--- src/rtl/mem_port_arbiter.sv ---
// Single-port memory arbiter for the MIPS150 core: serialises I-fetch and D-side
// load/store requests onto one memory port, one transaction in flight at a time.
module mem_port_arbiter #(
    parameter int AW         = 32,
    parameter int DW         = 32,
    parameter int STARVE_MAX = 4
) (
    input  logic            clk,
    input  logic            rst,
    input  logic            i_req,
    input  logic [AW-1:0]   i_addr,
    output logic            i_rvalid,
    output logic [DW-1:0]   i_rdata,
    input  logic            d_req,
    input  logic            d_we,
    input  logic [DW/8-1:0] d_be,
    input  logic [AW-1:0]   d_addr,
    input  logic [DW-1:0]   d_wdata,
    output logic            d_rvalid,
    output logic [DW-1:0]   d_rdata,
    output logic            m_req,
    output logic            m_we,
    output logic [DW/8-1:0] m_be,
    output logic [AW-1:0]   m_addr,
    output logic [DW-1:0]   m_wdata,
    input  logic            m_ready,
    input  logic            m_rvalid,
    input  logic [DW-1:0]   m_rdata,
    output logic            stall
);
    localparam int BW = DW / 8;
    localparam int CW = $clog2(STARVE_MAX + 1);

    typedef enum logic [1:0] {IDLE, ISSUE, WAIT, RESP} state_t;

    state_t          state_reg;
    logic [CW-1:0]   starve_cnt_reg;
    logic            grant_i_reg;
    logic            m_req_reg;
    logic            m_we_reg;
    logic [BW-1:0]   m_be_reg;
    logic [AW-1:0]   m_addr_reg;
    logic [DW-1:0]   m_wdata_reg;
    logic            i_rvalid_reg;
    logic            d_rvalid_reg;
    logic [DW-1:0]   i_rdata_reg;
    logic [DW-1:0]   d_rdata_reg;

    // I-side only overrides data priority once it has been passed over STARVE_MAX times.
    logic starved;
    logic grant_d;
    assign starved = i_req && (starve_cnt_reg == CW'(STARVE_MAX));
    assign grant_d = d_req && !starved;

    always_ff @(posedge clk) begin
        if (rst) begin
            state_reg      <= IDLE;
            starve_cnt_reg <= '0;
            grant_i_reg    <= 1'b0;
            m_req_reg      <= 1'b0;
            m_we_reg       <= 1'b0;
            m_be_reg       <= '0;
            m_addr_reg     <= '0;
            m_wdata_reg    <= '0;
            i_rvalid_reg   <= 1'b0;
            d_rvalid_reg   <= 1'b0;
            i_rdata_reg    <= '0;
            d_rdata_reg    <= '0;
        end else begin
            case (state_reg)
                IDLE: begin
                    if (i_req || d_req) begin
                        m_req_reg <= 1'b1;
                        state_reg <= ISSUE;
                        if (grant_d) begin
                            grant_i_reg <= 1'b0;
                            m_we_reg    <= d_we;
                            m_be_reg    <= d_be;
                            m_addr_reg  <= d_addr;
                            m_wdata_reg <= d_wdata;
                            if (i_req && (starve_cnt_reg < CW'(STARVE_MAX)))
                                starve_cnt_reg <= starve_cnt_reg + CW'(1);
                        end else begin
                            grant_i_reg    <= 1'b1;
                            m_we_reg       <= 1'b0;
                            m_be_reg       <= '1;
                            m_addr_reg     <= i_addr;
                            starve_cnt_reg <= '0;
                        end
                    end
                end
                ISSUE: begin
                    if (m_ready) begin
                        m_req_reg <= 1'b0;
                        state_reg <= WAIT;
                    end
                end
                WAIT: begin
                    if (m_rvalid) begin
                        state_reg <= RESP;
                        if (grant_i_reg) begin
                            i_rvalid_reg <= 1'b1;
                            i_rdata_reg  <= m_rdata;
                        end else begin
                            d_rvalid_reg <= 1'b1;
                            // Stores only get the ack pulse; load data stays intact.
                            if (!m_we_reg)
                                d_rdata_reg <= m_rdata;
                        end
                    end
                end
                RESP: begin
                    i_rvalid_reg <= 1'b0;
                    d_rvalid_reg <= 1'b0;
                    state_reg    <= IDLE;
                end
                default: state_reg <= IDLE;
            endcase
        end
    end

    assign m_req    = m_req_reg;
    assign m_we     = m_we_reg;
    assign m_be     = m_be_reg;
    assign m_addr   = m_addr_reg;
    assign m_wdata  = m_wdata_reg;
    assign i_rvalid = i_rvalid_reg;
    assign d_rvalid = d_rvalid_reg;
    assign i_rdata  = i_rdata_reg;
    assign d_rdata  = d_rdata_reg;
    assign stall    = (i_req & ~i_rvalid_reg) | (d_req & ~d_rvalid_reg);

endmodule

--- config.mk ---
export PLATFORM = sky130hd
export DESIGN_NAME = mem_port_arbiter
export DESIGN_NICKNAME = d
export VERILOG_FILES = /design/src/rtl/mem_port_arbiter.sv
export SDC_FILE = /design/constraint.sdc
export NUM_CORES = 1
export LEC_CHECK = 0
export BUFFER_PORTS_ARGS = -buffer_cell sky130_fd_sc_hd__buf_2
export CAP_MARGIN = 20
export CORE_MARGIN = 5
export CORE_UTILIZATION = 47
export CTS_BUF_LIST = sky130_fd_sc_hd__clkbuf_4 sky130_fd_sc_hd__clkbuf_8
export DETAILED_ROUTE_END_ITERATION = 10
export PLACE_DENSITY = 0.82
export SETUP_SLACK_MARGIN = 0.02
export SLEW_MARGIN = 20
export SYNTH_ARGS = -nofsm -noshare
export SYNTH_HDL_FRONTEND = slang
export SYNTH_SLANG_ARGS = --single-unit
--- constraint.sdc ---
create_clock -name clk -period 1.7 [get_ports clk]
set_input_delay 0.255 -clock clk [delete_from_list [all_inputs] [get_ports clk]]
set_output_delay 0.255 -clock clk [all_outputs]
set_load 0.005 [all_outputs]
==> flow_summary.json <==
{
  "status": "completed",
  "finalWorstPathRequiredPeriod_ns": 1.59,
  "io_pins": 276,
  "clock_sinks": 142,
  "drtAntennaViolNets": 0,
  "core-area_um2": 11400,
  "overflow": 0,
  "synth-seq-cells": 142,
  "synth_edf_count": 0,
  "synthDominantCellAreaShare_pct": 52.0,
  "antenna_found_initial": 0,
  "worstPathMaxFanout": 32,
  "synth_area_leader_cell": "dfxtp_1",
  "swShare_pct": 30.9,
  "clockBufferDepth": 2,
  "ctsResizeCount": 0,
  "synth_cell_types": 34,
  "synth.top_cells.by_area": "dfxtp_1, nand2_1, a21oi_1",
  "remaining_drc_errors": 0,
  "drive_gt1_share_pct": 34.7,
  "cellLeakagePower_nw": 3.48,
  "die_h_um": 118,
  "p_int_mw": 6.92,
  "post-route-util_pct": 65.6,
  "numCtsBuffers": 17,
  "hold_buffers": 0,
  "grt_pass1_wl_um": 25900,
  "async_flop_share_pct": 0,
  "use_met3_pct": 9.18,
  "diodes": 0,
  "clock_latency_ns": 0.44,
  "h-tree-depth": 4,
  "wl_per_cell_um": 14.8,
  "via_count": 5565,
  "r2r_start": "state_reg[0]",
  "areaGrowthSynthToFinish_pct": 37.0,
  "seqPwrFrac_pct": 41.5,
  "cap_violations": 0,
  "gp_congestion": 0.867,
  "dr.pass1.iters": 5,
  "postPlaceCellArea_um2": 7000,
  "syn_area_per_cell_um2": 7.93,
  "post_synth_inst_count": 690,
  "die_w_um": 118,
  "fin_cells": 1103,
  "dieArea_um2": 13900,
  "report.final.slew_viol_count": 0,
  "max-vdd-ir-drop_v": 0.000737,
  "start_util_pct": 47.9,
  "post_drt_via_cell_ratio": 5.05,
  "p_switching_mw": 3.09,
  "syn_nets": 836,
  "tightest_slew_ns": 0.447,
  "required_ns": 2.02,
  "power_frac_clock_pct": 29.3,
  "comb_power_share_pct": 29.2,
  "hold_viol": 0,
  "grt_use_met2_pct": 37.4,
  "nets": 1093,
  "routed_wl_um": 16400,
  "critPathArrivalTime_ns": 1.91,
  "rsz0062_at_grt": "true",
  "fmax_mhz": 630,
  "hpwl_um": 11700,
  "clk_pin_slew_ns": 0.07,
  "seq_area_frac_synth_pct": 52.0,
  "cts-root-buf": "clkbuf_8",
  "hold_path.class": "input port to flip-flop",
  "worstHoldStart": "d_wdata[12]",
  "use_met1_pct": 26.2,
  "fin_skew_ns": 0.00951,
  "top_usage_layer": "met2",
  "setup_tns_ns": 0,
  "design_area_um2": 7490,
  "slew-limit-headroom_pct": 69.5,
  "place_inst": 1070,
  "cts_tree": "built",
  "grt_pass1_vias": 5164,
  "setup_viol": 0,
  "port-buffer-count": 275,
  "p_per_area_nw_per_um2": 1340,
  "critical_path_class": "flip-flop to flip-flop",
  "grt_max_degree": 54,
  "period_share_pct": 93.3,
  "finalPower_mw": 10.0,
  "first_iter_violations": 522,
  "end_kind": "flip-flop",
  "post_cts_buffers": 0,
  "grt_use_total_pct": 22.6,
  "ys_warn_count": 0,
  "cp-start-kind": "flip-flop",
  "crit_start": "state_reg[0]",
  "netlist_area_um2": 5470,
  "rows": 39,
  "synthFlopType": "dfxtp_1"
}
==> power by group through the flow <==
stage	logic, mW	clock network (mW)	registers [mW]
after CTS	2.84	2.99	4.15
after global placement	2.78	0	4.20
after detailed placement	2.84	0	4.22
after global routing	3.25	3.15	4.23
final	2.92	2.94	4.15
after floorplan	1.59	0	4.24
==> cell type report <==
cell class | count | area [um^2]
Clock inverter | 5 | 100
Fill cell | 973 | 3930
Timing Repair Buffer | 292 | 1670
Clock buffer | 27 | 347
Inverter | 8 | 30.0
Tap cell | 143 | 179
Multi-Input combinational cell | 486 | 2320
Sequential cell | 142 | 2840
==> critical path: stages, from the launching register on <==
cell	delay (ns)
dfxtp_1	0.34
inv_1	0.12
ha_2	0.23
nand2_2	0.09
or3_1	0.36
buf_12	0.18
nand2_1	0.08
a21oi_1	0.06
==> cell usage in the layout, fill, tap and decap left out, types with 2 or more instances in the layout <==
| cell type | Yosys | layout |
|---|---|---|
| a211oi_1 | 32 | 32 |
| a21o_1 | 2 | 2 |
| a21oi_1 | 132 | 132 |
| a22oi_1 | 2 | 2 |
| and2_1 | 3 | 3 |
| buf_12 | 0 | 12 |
| buf_2 | 21 | 274 |
| buf_4 | 5 | 5 |
| bufinv_16 | 0 | 3 |
| clkbuf_4 | 0 | 4 |
| clkbuf_8 | 0 | 23 |
| clkinv_2 | 0 | 2 |
| dfxtp_1 | 142 | 142 |
| ha_1 | 7 | 5 |
| ha_2 | 0 | 2 |
| inv_1 | 8 | 8 |
| mux2i_1 | 2 | 2 |
| nand2_1 | 229 | 229 |
| nand2_2 | 2 | 2 |
| nor2_1 | 44 | 44 |
| nor2b_1 | 3 | 2 |
| nor3_1 | 11 | 11 |
| o21ai_0 | 3 | 3 |
==> stage by stage <==
| stage | hold WS (ns) | setup WS (ns) |
|---|---|---|
| after floorplan | 0.391 | 0.137 |
| after global placement | 0.439 | 0.143 |
| after detailed placement | 0.443 | 0.0443 |
| after CTS | 0.0172 | 0.0255 |
| after global routing | 0.0109 | -0.00904 |
| final | 0.0461 | 0.113 |
==> cells in the mapped netlist (2+ instances only) <==
library cell,number
nand2_2,2
buf_2,21
inv_1,8
a22oi_1,2
nor2b_1,3
nor2_1,44
mux2i_1,2
a21oi_1,132
and2_1,3
buf_6,7
a21o_1,2
ha_1,7
a211oi_1,32
o21ai_0,3
clkbuf_1,20
buf_4,5
nand2_1,229
dfxtp_1,142
nor3_1,11
==> cells by family (layout without fill, tap and decap cells) <==
group,Yosys count,count (layout),share of synthesized area [%]
buffers and inverters,62,332,6.06
AND/OR/NAND/NOR,299,299,21.6
flip-flops,142,142,52.0
AO/OA/AOI/OAI,178,178,18.4
adder cells (fa/ha/maj),7,7,1.60
multiplexers,2,2,0.366
==> layer usage <==
metal | up-vias | share of wire, %
met5 | - | 0
met3 | 27 | 7.8
li1 | 2790 | -
met2 | 207 | 51
met1 | 2541 | 39
met4 | 0 | 2.3
==> final timing paths <==
kind,slack (ns),depth (start not counted),end
worst max-delay path,0.11,7,d_rdata[2]
worst max register to register,0.11,7,d_rdata[2]
worst min-delay path,0.05,3,m_wdata[12]
worst min register to register,0.45,2,m_wdata[13]
(Power assumes the default switching activity.)
